[src/rtl/serializador_pkg.sv]
// Shared types and constants for the serializador block.
//   ser_state_t     : serializer FSM encoding (IDLE, SHIFT, GAP)
//   SER_DATA_W_DEF  : default word width
//   SER_CNT_W       : width of the optional completed-word counter
package serializador_pkg;

   typedef enum logic [1:0] {
      IDLE  = 2'd0,
      SHIFT = 2'd1,
      GAP   = 2'd2
   } ser_state_t;

   localparam int SER_DATA_W_DEF = 8;
   localparam int SER_CNT_W      = 16;

endpackage

[src/rtl/buffer_entrada.sv]
// Input FIFO of the serializer: DATA_W x BUF_DEPTH synchronous FIFO.
// Ports:
//   clk_i    : clock, rising edge
//   rst_i    : asynchronous active-high reset, empties the FIFO
//   push_i   : producer offers data_i (taken only while ready_o=1)
//   data_i   : word to store
//   pop_i    : consumer takes the head word (ignored when empty)
//   data_o   : head word
//   empty_o  : no stored words
//   ready_o  : registered !full, used as the producer-side ready
module buffer_entrada #(
   parameter int DATA_W    = 8,
   parameter int BUF_DEPTH = 2
) (
   input  logic              clk_i,
   input  logic              rst_i,
   input  logic              push_i,
   input  logic [DATA_W-1:0] data_i,
   input  logic              pop_i,
   output logic [DATA_W-1:0] data_o,
   output logic              empty_o,
   output logic              ready_o
);

   localparam int AW = $clog2(BUF_DEPTH);
   localparam int PW = AW + 1;

   // Pointers carry one extra wrap bit: equal pointers mean empty,
   // pointers differing only in the wrap bit mean full.
   logic [PW-1:0]     wr_ptr_q, wr_ptr_d;
   logic [PW-1:0]     rd_ptr_q, rd_ptr_d;
   logic              ready_q;
   logic              full_d;
   logic              do_push, do_pop;
   logic [DATA_W-1:0] mem_q [BUF_DEPTH];

   assign empty_o = (wr_ptr_q == rd_ptr_q);
   assign do_push = push_i && ready_q;
   assign do_pop  = pop_i && !empty_o;

   always_comb begin
      wr_ptr_d = wr_ptr_q + PW'(do_push);
      rd_ptr_d = rd_ptr_q + PW'(do_pop);
      full_d   = (wr_ptr_d[PW-1] != rd_ptr_d[PW-1]) &&
                 (wr_ptr_d[AW-1:0] == rd_ptr_d[AW-1:0]);
   end

   // ready is computed from the post-update pointers, so a pop while full
   // only reopens the FIFO from the following cycle.
   always_ff @(posedge clk_i or posedge rst_i) begin
      if (rst_i) begin
         wr_ptr_q <= '0;
         rd_ptr_q <= '0;
         ready_q  <= 1'b1;
      end else begin
         wr_ptr_q <= wr_ptr_d;
         rd_ptr_q <= rd_ptr_d;
         ready_q  <= !full_d;
      end
   end

   always_ff @(posedge clk_i) begin
      if (do_push) mem_q[wr_ptr_q[AW-1:0]] <= data_i;
   end

   assign data_o  = mem_q[rd_ptr_q[AW-1:0]];
   assign ready_o = ready_q;

endmodule

[src/rtl/serializador.sv]
// Parallel-to-serial stage: buffers producer words in buffer_entrada and
// shifts each word out as DATA_W consecutive strobed bits followed by a
// one-cycle delimiter gap. A new word only starts while status_in is low.
// Ports:
//   clk_100KHz : clock, rising edge
//   reset      : asynchronous active-high reset
//   byte_in    : parallel word from producer
//   byte_valid : producer offers byte_in
//   byte_ready : FIFO can accept (registered)
//   status_in  : downstream busy; blocks starting a new word
//   data_out   : serial bit, valid while write_out=1 (registered)
//   write_out  : bit strobe (registered)
//   busy       : FIFO non-empty or word in flight
//   tx_count   : completed words, only when SER_TX_COUNT_EN is defined
//
// state | meaning
// IDLE  | waiting for a buffered word and status_in low
// SHIFT | one bit strobed per cycle, DATA_W cycles
// GAP   | single delimiter cycle with write_out=0
module serializador
   import serializador_pkg::*;
#(
   parameter int DATA_W    = SER_DATA_W_DEF,
   parameter int BUF_DEPTH = 2,
   parameter bit MSB_FIRST = 1'b1
) (
   input  logic              clk_100KHz,
   input  logic              reset,
   input  logic [DATA_W-1:0] byte_in,
   input  logic              byte_valid,
   output logic              byte_ready,
   input  logic              status_in,
   output logic              data_out,
   output logic              write_out,
   output logic              busy
`ifdef SER_TX_COUNT_EN
   ,
   output logic [SER_CNT_W-1:0] tx_count
`endif
);

   localparam int CW = $clog2(DATA_W);
   localparam logic [CW-1:0] LAST_BIT = CW'(DATA_W - 1);

   ser_state_t        state_q, state_d;
   logic [DATA_W-1:0] shift_q, shift_d;
   logic [CW-1:0]     bit_cnt_q, bit_cnt_d;
   logic              write_out_q, write_out_d;
   logic              data_out_q, data_out_d;
   logic [CW-1:0]     bit_idx;
   logic              fifo_pop;
   logic              fifo_empty;
   logic [DATA_W-1:0] fifo_head;

   buffer_entrada #(
      .DATA_W    (DATA_W),
      .BUF_DEPTH (BUF_DEPTH)
   ) u_buffer_entrada (
      .clk_i   (clk_100KHz),
      .rst_i   (reset),
      .push_i  (byte_valid),
      .data_i  (byte_in),
      .pop_i   (fifo_pop),
      .data_o  (fifo_head),
      .empty_o (fifo_empty),
      .ready_o (byte_ready)
   );

   always_ff @(posedge clk_100KHz or posedge reset) begin
      if (reset) begin
         state_q     <= IDLE;
         shift_q     <= '0;
         bit_cnt_q   <= '0;
         write_out_q <= 1'b0;
         data_out_q  <= 1'b0;
      end else begin
         state_q     <= state_d;
         shift_q     <= shift_d;
         bit_cnt_q   <= bit_cnt_d;
         write_out_q <= write_out_d;
         data_out_q  <= data_out_d;
      end
   end

   always_comb begin
      state_d   = state_q;
      shift_d   = shift_q;
      bit_cnt_d = bit_cnt_q;
      fifo_pop  = 1'b0;
      case (state_q)
         IDLE: begin
            if (!fifo_empty && !status_in) begin
               fifo_pop  = 1'b1;
               shift_d   = fifo_head;
               bit_cnt_d = '0;
               state_d   = SHIFT;
            end
         end
         SHIFT: begin
            // status_in deliberately ignored: a started word always completes
            if (bit_cnt_q == LAST_BIT) state_d = GAP;
            else                       bit_cnt_d = bit_cnt_q + CW'(1);
         end
         GAP:     state_d = IDLE;
         default: state_d = IDLE;
      endcase
   end

   // Outputs are computed from the next state so that the registered
   // strobe lines up with the cycle spent in SHIFT.
   always_comb begin
      bit_idx     = MSB_FIRST ? (LAST_BIT - bit_cnt_d) : bit_cnt_d;
      write_out_d = (state_d == SHIFT);
      data_out_d  = write_out_d ? shift_d[bit_idx] : 1'b0;
   end

   assign write_out = write_out_q;
   assign data_out  = data_out_q;
   assign busy      = !fifo_empty || (state_q != IDLE);

`ifdef SER_TX_COUNT_EN
   logic [SER_CNT_W-1:0] tx_cnt_q;

   always_ff @(posedge clk_100KHz or posedge reset) begin
      if (reset)               tx_cnt_q <= '0;
      else if (state_q == GAP) tx_cnt_q <= tx_cnt_q + SER_CNT_W'(1);
   end

   assign tx_count = tx_cnt_q;
`endif

endmodule

[config.mk]
export PLATFORM = sky130hd
export DESIGN_NAME = serializador
export DESIGN_NICKNAME = d
export VERILOG_FILES = /design/src/rtl/serializador_pkg.sv /design/src/rtl/buffer_entrada.sv /design/src/rtl/serializador.sv
export SDC_FILE = /design/constraint.sdc
export NUM_CORES = 1
export LEC_CHECK = 0
export ABC_AREA = 1
export CAP_MARGIN = 20
export CORE_UTILIZATION = 35
export DETAILED_ROUTE_END_ITERATION = 6
export SLEW_MARGIN = 20
export SYNTH_ARGS = -nofsm -noshare
export SYNTH_HDL_FRONTEND = slang
export SYNTH_SLANG_ARGS = --single-unit
export TNS_END_PERCENT = 1
[constraint.sdc]
create_clock -name clk_100KHz -period 2.8 [get_ports clk_100KHz]
set_input_delay 0.28 -clock clk_100KHz [delete_from_list [all_inputs] [get_ports clk_100KHz]]
set_output_delay 0.28 -clock clk_100KHz [all_outputs]
set_load 0.005 [all_outputs]
==> results.md <==
* Status: complete, but fails checks
* Failing checks: DRC
* Hold Fails Final Rpt at 0
* Clock latency at the later pin of the worst-skew pair at slightly below 300 ps
* Worst Skew at 2.98 ps
* Core area at 0.00444 mm²
* Post-route setup slack at 711 ps
* WL final at approximately 2.7 mm
* Final Non-Filler Cells at ~230
* Setup violators final at 0
* Vias in the first global route at 1070
* Hold Path Class: in -> async
* Starting Density at 36.9%
* CTS sink count at 36
* Max Clock Freq at 479 MHz
* Reg clk slew, reported paths at around 70 ps
* Tcrit/Tclk final at between 70% and 80%
* CTS Buf Count at 5
* DRT Pass-1 Iters at 6
* Unrepaired setup endpoints after global routing: no
* CP cell instances: inv_1 > nand2_2 > nand2_4 > nand4_1 > clkdlybuf4s50_1
* Synth Register Bits at 36
* Worst Path Max Fanout at 12
* Vias per Instance at 4.45
* Pwr/cell area at 1180 mW/mm²
* CP Data Arrival Time at around 1800 ps
* Row cnt at 24
* Synthesized cell area at 0.00164 mm²
* Longest Clk Path Bufs at 2
* Initial antenna violation count at 0
* Routed len/inst at 11.7 µm
* Fillers at between 400 and 500
* Hold buffer count at cts at 0
* Via Count at 1041
* Iter 0 DRT Violations at 62
* Die area at 0.00497 mm²
* Final nets at 197
* Pre-CTS WS at 652 ps
* Gpl congestion at slightly below 0.8
* DP Cell Count at 226
* Setup tns final at 0 ps
* First-pass GRT wire length at 4.99 mm
* H-tree level count at 2
* Peak supply drop at 0.490 mV
* Post-DP HPWL at 2.02 mm
* ANT nets after route at 0
* Slew Limit Fails at 0
* Postcts setup bufs at 0
* Synth-to-Final Area Change at 18.5%
* Period minus WS final at 2090 ps
* Worst path required time at 2520 ps
* Antenna fix cells at 0
* Die span in y at 70.5 µm
* Post-Syn Nets at 177
* Die width at between 70 and 80 µm
* Slowest cell on crit path: dfrtp_1
* Post-synthesis sequential area ratio at 59.8%
* Largest net degree at the start of global routing at 21
* Yosys warnings at 0
* Layout cell share with drive strength beyond 1 at 18.7%
* Clock tree from TritonCTS: done
* Synth unique cells at 22
* Overall Global Routing Usage at 13.6%
* Commonest non-fill, non-tap cell in the layout: nand2_1
* Max_cap viols at 0
* Leakage at 0.000910 µW
* Max incr delay on CP at 550 ps
* Post-synthesis area per instance at 10.2 µm²
* CP Launch Type: flop
* Kind of critical path: reg -> out
* DRC Markers at 2
* CTS Root Cell: clkbuf_8
* Tightest Pin Transition at 745 ps
* Pwr Total at 2300 µW
* Top-level I/O count at 16
* Mapped Cells at 161
* Most frequent cells in the layout: nand2_1, inv_1, dfrtp_1
* # resized after CTS at 0
* Port Buffers at 15
* Normalized max-slew margin at 50.3%
* Gr ovfl total at 0
* CP endpoint kind: output port
## state kept, by name (all words and copies together) (netlist names)
name	cells
bit_cnt_q	3
data_out	1
shift_q	8
state_q	2
u_buffer_entrada.mem_q	16
u_buffer_entrada.rd_ptr_q	2
u_buffer_entrada.ready_o	1
u_buffer_entrada.wr_ptr_q	2
write_out	1
## stage by stage
stage | hold WS [ps] | util [%] | cell area, µm²
finish | 419 | 43.8 | 1950
global route | 512 | 43.8 | 1950
CTS | 454 | 43.8 | 1950
detailed placement | 517 | 41.3 | 1830
global placement | 495 | 41.3 | 1830
floorplan | 243 | - | 1640
## area by class of cell
cell class                      instances  area (µm²)  share of cell area, %
Sequential cell                        36         982                   50.5
Multi-Input combinational cell         93         524                   26.9
Timing Repair Buffer                   15         150                   7.72
Inverter                               30         113                   5.79
Clock buffer                            5        68.8                   3.54
Tap cell                               52        65.1                   3.34
Clock inverter                          3        42.5                   2.19
## Yosys cell counts (all sizes together)
library cell / n / area share, %
xor2: 4 / 2.1
mux2i: 1 / 0.61
nand4: 1 / 0.38
buf: 2 / 1.4
dfrtp: 19 / 29
inv: 30 / 6.9
ha: 4 / 3.0
or2: 2 / 0.76
nor2: 19 / 5.0
nand3: 11 / 3.4
nand2: 41 / 13
nor3: 1 / 0.99
dfstp: 1 / 1.6
edfxtp: 16 / 29
o21ai: 9 / 3.0
## kinds of logic after synthesis
logic type               share of synthesized area [%]
XOR/XNOR                                          2.13
buffers and inverters                             8.23
flip-flops                                        59.8
multiplexers                                     0.610
AND/OR/NAND/NOR                                   23.2
AO/OA/AOI/OAI                                     2.97
adder cells (fa/ha/maj)                           3.05
## routing by layer
layer | vias to the layer above | GRT usage (%) | routed length, µm
met1 | 479 | 16.5 | 1270
met2 | 20 | 21.6 | 1300
met3 | 5 | 4.62 | 110
met4 | 0 | 6.80 | 51
met5 | - | 0 | 0
li1 | 537 | - | -
## where the power goes
| part | internal [µW] | leakage, µW | switching [µW] |
|---|---|---|---|
| clock network | 263 | 0.0000541 | 189 |
| logic | 378 | 0.000474 | 611 |
| registers | 758 | 0.000382 | 103 |
| total | 1400 | 0.000910 | 903 |
## worst max-delay path: cells and delay by family (launching register included)
kind | cells | cell delay (ps)
buffers and inverters | 2 | 700
DFF | 1 | 550
and+or+nand+nor | 3 | 260
## path summary, 6_finish.rpt
| path | start | slack (ps) | cells past startpoint | end |
|---|---|---|---|---|
| max | u_buffer_entrada.rd_ptr_q[0]$_DFF_PP0_ | 710 | 5 | busy |
| min | reset | 420 | 2 | state_q[1]$_DFF_PP0_ |
| max reg2reg | u_buffer_entrada.rd_ptr_q[0]$_DFF_PP0_ | 720 | 10 | u_buffer_entrada.ready_o$_DFF_PP1_ |
| min reg2reg | bit_cnt_q[2]$_DFF_PP0_ | 530 | 2 | state_q[1]$_DFF_PP0_ |
| max in group asynchronous | reset | 1910 | 2 | u_buffer_entrada.rd_ptr_q[0]$_DFF_PP0_ |
| min in group clk_100KHz | bit_cnt_q[2]$_DFF_PP0_ | 530 | 2 | state_q[1]$_DFF_PP0_ |
(Power assumes the default switching activity.)
==> edit 1, RTL diff (config.mk and constraints unchanged) <==
`BUF_DEPTH` is set to 2 in 2 places; all go to 4.
--- a/src/rtl/buffer_entrada.sv
+++ b/src/rtl/buffer_entrada.sv
@@ -10,7 +10,7 @@
 //   ready_o  : registered !full, used as the producer-side ready
 module buffer_entrada #(
    parameter int DATA_W    = 8,
-   parameter int BUF_DEPTH = 2
+   parameter int BUF_DEPTH = 4
 ) (
    input  logic              clk_i,
    input  logic              rst_i,
--- a/src/rtl/serializador.sv
+++ b/src/rtl/serializador.sv
@@ -21,7 +21,7 @@
    import serializador_pkg::*;
 #(
    parameter int DATA_W    = SER_DATA_W_DEF,
-   parameter int BUF_DEPTH = 2,
+   parameter int BUF_DEPTH = 4,
    parameter bit MSB_FIRST = 1'b1
 ) (
    input  logic              clk_100KHz,
Behaviour: not the same (a bounded check fails within 4 cycles, from zero or initial values and one cycle with reset high).
==> edit 1 against the unedited design <==
Maximum frequency decreased by 11%; wire length increased by 52%; clock power increased by 14%; cell area increased by 39%; setup slack got worse by 260 ps; power increased by 31%; sequential cell count increased by 18; synthesized area increased by 44%; largest cell class unchanged; largest power group unchanged; highest routed layer unchanged.
==> edit 1: results (changes against the unedited design) <==
| Metric | Value |
|---|---|
| Status | complete, no violations |
| Layout cells sized above 1 | 10.9% (-7.8 points) |
| CTS root buf | clkbuf_8 |
| Mapped Nets | 232 (+31%) |
| Met3 Usage GRT | 3.17% (-1.5 points) |
| Total Routing Usage GR | 13.4% (-0.19 points) |
| Routed vias/inst | 4.68 (+5.1%) |
| Post-synthesis compound-gate area fraction | 3.61% (+0.64 points) |
| Max reg flops | 32 (+16) |
| CP peak stage delay | 680 ps (+130 ps) |
| Mux cell area share after synthesis | 0% (-0.61 points) |
| Number of flops mapped to enable cells by yosys | 32 (+16) |
| Cell family with the largest share of critical-path delay | flip-flops |
| Reg2reg setup slack | 660 ps (-60 ps) |
| Synth cell count leaders | nand2_1, edfxtp_1, dfrtp_1 |
| Met2 WL post-DR | 1980 um (+52%) |
| Worst VDD drop | 0.311 mV (-36%) |
| Worst-case clock skew | 8.00 ps (+5.02 ps) |
| Fin cells | 315 (+35%) |
| Arr. time, crit path | 2070 ps (+260 ps) |
| Largest net degree at the start of global routing | 23 (+9.5%) |
| Starting DRT DRC Count | 83 (+34%) |
| Drt pass-1 iters | 4 (-2) |
| Normalized max-slew margin | 42.8% (-7.5 points) |
| Top_reg_cell synth | edfxtp_1 |
| Met3 Wirelength | 119 um (+8.2%) |
| DP Area | 2600 sq um (+42%) |
| HPWL after detailed placement | 2940 um (+45%) |
| Vias in the first global route | 1459 (+36%) |
| Met2 Use GR | 21.4% (-0.19 points) |
| FFs w/ async S/R, synth | 40.7% (-15 points) |
| Dpl cells | 307 (+36%) |
| Ranking of synthesized cells by area | edfxtp_1, dfrtp_1, nand2_1, nand3_1, ha_1 |
| Synth Area in Adders | 2.66% (-0.39 points) |
| First-pass GRT wire length | 7150 um (+43%) |
| Met1 usage | 17.5% (+1.0 points) |
| Leak Pwr | 1.16 nW (+28%) |
| Post-synthesis cell type count | 31 (+41%) |
| WL met1 | 1990 um (+57%) |
| Final Net Count | 254 (+29%) |
| Gpl congestion | 0.772 (-1.7%) |
| Synth Area in XOR/XNOR | 2.55% (+0.41 points) |
| Mean Syn Cell Area | 11.0 sq um (+7.5%) |
| CP max FO | 11 (-1) |
| Ys Warns | 0 (unchanged) |
| DR WL/cell | 13.1 um (+13%) |
| Clock transition at the registers of the reported paths | 90 ps (+20 ps) |
| Post-synthesis sequential area ratio | 64.2% (+4.4 points) |
| Reg2Reg Launch Point | u_buffer_entrada.rd_ptr_q[1]$_DFF_PP0_ |
| Clk_lat worst skew | 310 ps (+20 ps) |
| Pre-CTS setup slack | 652 ps (+0.597 ps) |
| Hold slack | 444 ps (+24.7 ps) |
## edit 1: cell families (layout without fill, tap and decap cells)
kind of cell               Yosys count  in the layout
DFF                                 54             54
xor gates and xnor gates             6              6
and+or+nand+nor                    110            110
buffers and inverters               25             48
adders and majority gates            5              5
AOI/OAI and AO/OA                   15             15
## edit 1: how the worst max path moves through the flow
stage | from | endpoint | slack (ps) | cells after the start
2_1_floorplan | u_buffer_entrada.rd_ptr_q[1]$_DFF_PP0_ | u_buffer_entrada.ready_o$_DFF_PP1_ | 1020 | 12
3_3_place_gp | u_buffer_entrada.rd_ptr_q[1]$_DFF_PP0_ | u_buffer_entrada.ready_o$_DFF_PP1_ | 730 | 10
3_5_place_dp | u_buffer_entrada.rd_ptr_q[1]$_DFF_PP0_ | u_buffer_entrada.ready_o$_DFF_PP1_ | 650 | 10
4_1_cts | u_buffer_entrada.rd_ptr_q[1]$_DFF_PP0_ | busy | 430 | 5
5_1_grt | u_buffer_entrada.rd_ptr_q[1]$_DFF_PP0_ | busy | 290 | 5
6_report | u_buffer_entrada.rd_ptr_q[1]$_DFF_PP0_ | busy | 450 | 5
## edit 1: cell type report
type | count | area [sq um]
clock buffers | 6 | 72.6
clock inverters | 2 | 37.5
fillers | 609 | 3710
inverters | 20 | 87.6
multi-input cells | 136 | 717
flip-flops and latches | 54 | 1510
well taps | 77 | 96.3
repair buffers | 20 | 188
## edit 1: worst reg2reg max path, cell delays in order (launching register included)
cell	delay, ps
dfrtp_1	680
nand2_1	120
nand2_2	110
nand3_4	120
nand2_8	150
inv_6	60
ha_1	180
ha_1	190
xor2_1	200
xor2_1	170
nand3_1	90
## edit 1: power by group
part	switching (mW)	internal, mW	total, mW
sequential	0.143	1.10	1.24
combinational	0.760	0.489	1.25
clock	0.250	0.267	0.517
total	1.15	1.85	3.01
==> edit 2, RTL diff (same flow settings) <==
Without the edit above. `shift_q` no longer has a reset.
--- a/src/rtl/serializador.sv
+++ b/src/rtl/serializador.sv
@@ -69,17 +69,19 @@
    always_ff @(posedge clk_100KHz or posedge reset) begin
       if (reset) begin
          state_q     <= IDLE;
-         shift_q     <= '0;
          bit_cnt_q   <= '0;
          write_out_q <= 1'b0;
          data_out_q  <= 1'b0;
       end else begin
          state_q     <= state_d;
-         shift_q     <= shift_d;
          bit_cnt_q   <= bit_cnt_d;
          write_out_q <= write_out_d;
          data_out_q  <= data_out_d;
       end
+   end
+
+   always_ff @(posedge clk_100KHz) begin
+      shift_q <= shift_d;
    end
 
    always_comb begin
Check against the original RTL: no difference found for any inputs over 10 cycles, from zero or initial values and one cycle with reset high; that may be too few to reach the edited logic, so the function may still have changed.
==> edit 2 against the unedited design <==
Setup slack worse by 13 ps; cell area shrank 2.1%; sequential power is essentially flat; wire length fell by 4.0%; sequential cell count did not move; sequential share of layout area shrank 1.0 points; die area fell by 2.4%; power down 0.97%; synthesized area is 2.4% lower; first-iteration DRC count fell by 42%.
==> edit 2: results (changes against the unedited design) <==
| Metric | Value |
|---|---|
| Met3 Usage GRT | 5.38% (+0.76 points) |
| CP max FO | 12 (unchanged) |
| Layout fillers | 431 (-0.46%) |
| DP Area | 1790 sq um (-2.2%) |
| Post-CTS setup buffers | 0 (unchanged) |
| Gpl congestion | 0.918 (+17%) |
| Clock buffer count from CTS | 5 (unchanged) |
| Post-synthesis compound-gate area fraction | 3.05% (+0.074 points) |
| Top_reg_cell synth | edfxtp_1 |
| CTS Buffer Depth | 2 (unchanged) |
| Synth cell count leaders | nand2_1, inv_1, nor2_1 |
| Arr. time, crit path | between 1500 and 2000 ps |
| Max reg flops | 16 (unchanged) |
| Total wire length | 2620 um (-4.0%) |
| WL met1 | 1150 um (-9.4%) |
| Normalized max-slew margin | 68.2% (+18 points) |
| Drt pass-1 iters | 3 (-3) |
| Status | complete, no violations |
| Routed vias/inst | 4.45 (about the same) |
| Largest net degree at the start of global routing | 17 (-19%) |
| Initial antenna violation count | 0 (unchanged) |
| First-pass GRT wire length | 4680 um (-6.2%) |
| H-Tree Depth | 2 (unchanged) |
| Dpl cells | 226 (unchanged) |
| Pre-CTS setup slack | 694 ps (+42.8 ps) |
| HPWL after detailed placement | 2020 um (-0.23%) |
| Fin cells | 234 (unchanged) |
| Worst VDD drop | 0.424 mV (-13%) |
| Post-synthesis sequential area ratio | 58.8% (-1.0 points) |
| Synth Area in Adders | 3.13% (+0.076 points) |
| Synth Area in XOR/XNOR | 2.19% (+0.053 points) |
| Hold Path Class | input pin to asynchronous set/reset pin |
| Worst-case clock skew | 3.54 ps (+0.553 ps) |
| Starting DRT DRC Count | 36 (-42%) |
| Total Routing Usage GR | 12.8% (-0.81 points) |
| Vias in the first global route | 1107 (+3.5%) |
| Met3 Wirelength | 134 um (+22%) |
| CTS root buf | clkbuf_8 |
| Layout cells sized above 1 | 18.7% (unchanged) |
| Met2 Use GR | 21.9% (+0.32 points) |
| Met1 usage | 13.5% (-3.0 points) |
| Ranking of synthesized cells by area | edfxtp_1, dfrtp_1, dfxtp_1, nand2_1, inv_1 |
| Final Net Count | 197 (unchanged) |
| CTS resizes | 0 (unchanged) |
| Clk_lat worst skew | 290 ps (about the same) |
| Post-synthesis cell type count | 23 (+4.5%) |
| Mapped Cells | 161 (unchanged) |
| CP peak stage delay | 550 ps (about the same) |
| Mux cell area share after synthesis | 0.625% (+0.015 points) |
| Int Pwr | 1.40 mW (about the same) |
| Met2 WL post-DR | 1270 um (-2.5%) |
| FFs w/ async S/R, synth | 33.3% (-22 points) |
| Leak Pwr | 0.886 nW (-2.6%) |
| Ys Warns | 0 (unchanged) |
-- edit 2: cells by family (layout without fill, tap and decap cells) --
logic type,after synthesis,after routing
DFF,36,36
muxes,1,1
buffers and inverters,32,53
AOI/OAI and AO/OA,9,9
xor gates and xnor gates,4,4
adders and majority gates,4,4
and+or+nand+nor,75,75
-- edit 2: path summary, 6_finish.rpt --
path,from,endpoint,slack [ps],cells past startpoint
worst max-delay path,u_buffer_entrada.rd_ptr_q[0]$_DFF_PP0_,busy,700,5
worst min register to register,shift_q[4]$_DFF_P_,shift_q[4]$_DFF_P_,490,2
min in group clk_100KHz,shift_q[4]$_DFF_P_,shift_q[4]$_DFF_P_,490,2
max in group asynchronous,reset,u_buffer_entrada.ready_o$_DFF_PP1_,2150,2
worst min-delay path,reset,bit_cnt_q[0]$_DFF_PP0_,300,2
worst max register to register,u_buffer_entrada.rd_ptr_q[0]$_DFF_PP0_,u_buffer_entrada.ready_o$_DFF_PP1_,780,10
-- edit 2: critical path, delay by kind of cell, from the launching register on --
kind,cells,cell delay (ps)
buffers and inverters,2,720
flip-flops,1,550
AND/OR/NAND/NOR,3,260
-- edit 2: final cells by class --
class / instances / area [sq um] / share of cell area, %
inverters: 30 / 113 / 5.91
clock inverters: 3 / 42.5 / 2.23
flip-flops and latches: 36 / 942 / 49.4
repair buffers: 15 / 150 / 7.88
clock buffers: 5 / 68.8 / 3.61
multi-input cells: 93 / 524 / 27.5
well taps: 52 / 65.1 / 3.41
-- edit 2: power groups by stage --
stage | clock network [mW] | logic, mW | registers (mW)
5_1_grt | 0.488 | 1.12 | 0.886
3_5_place_dp | 0 | 0.983 | 0.875
4_1_cts | 0.466 | 0.988 | 0.865
6_report | 0.448 | 0.971 | 0.860
2_1_floorplan | 0 | 0.797 | 0.840
3_3_place_gp | 0 | 0.960 | 0.869
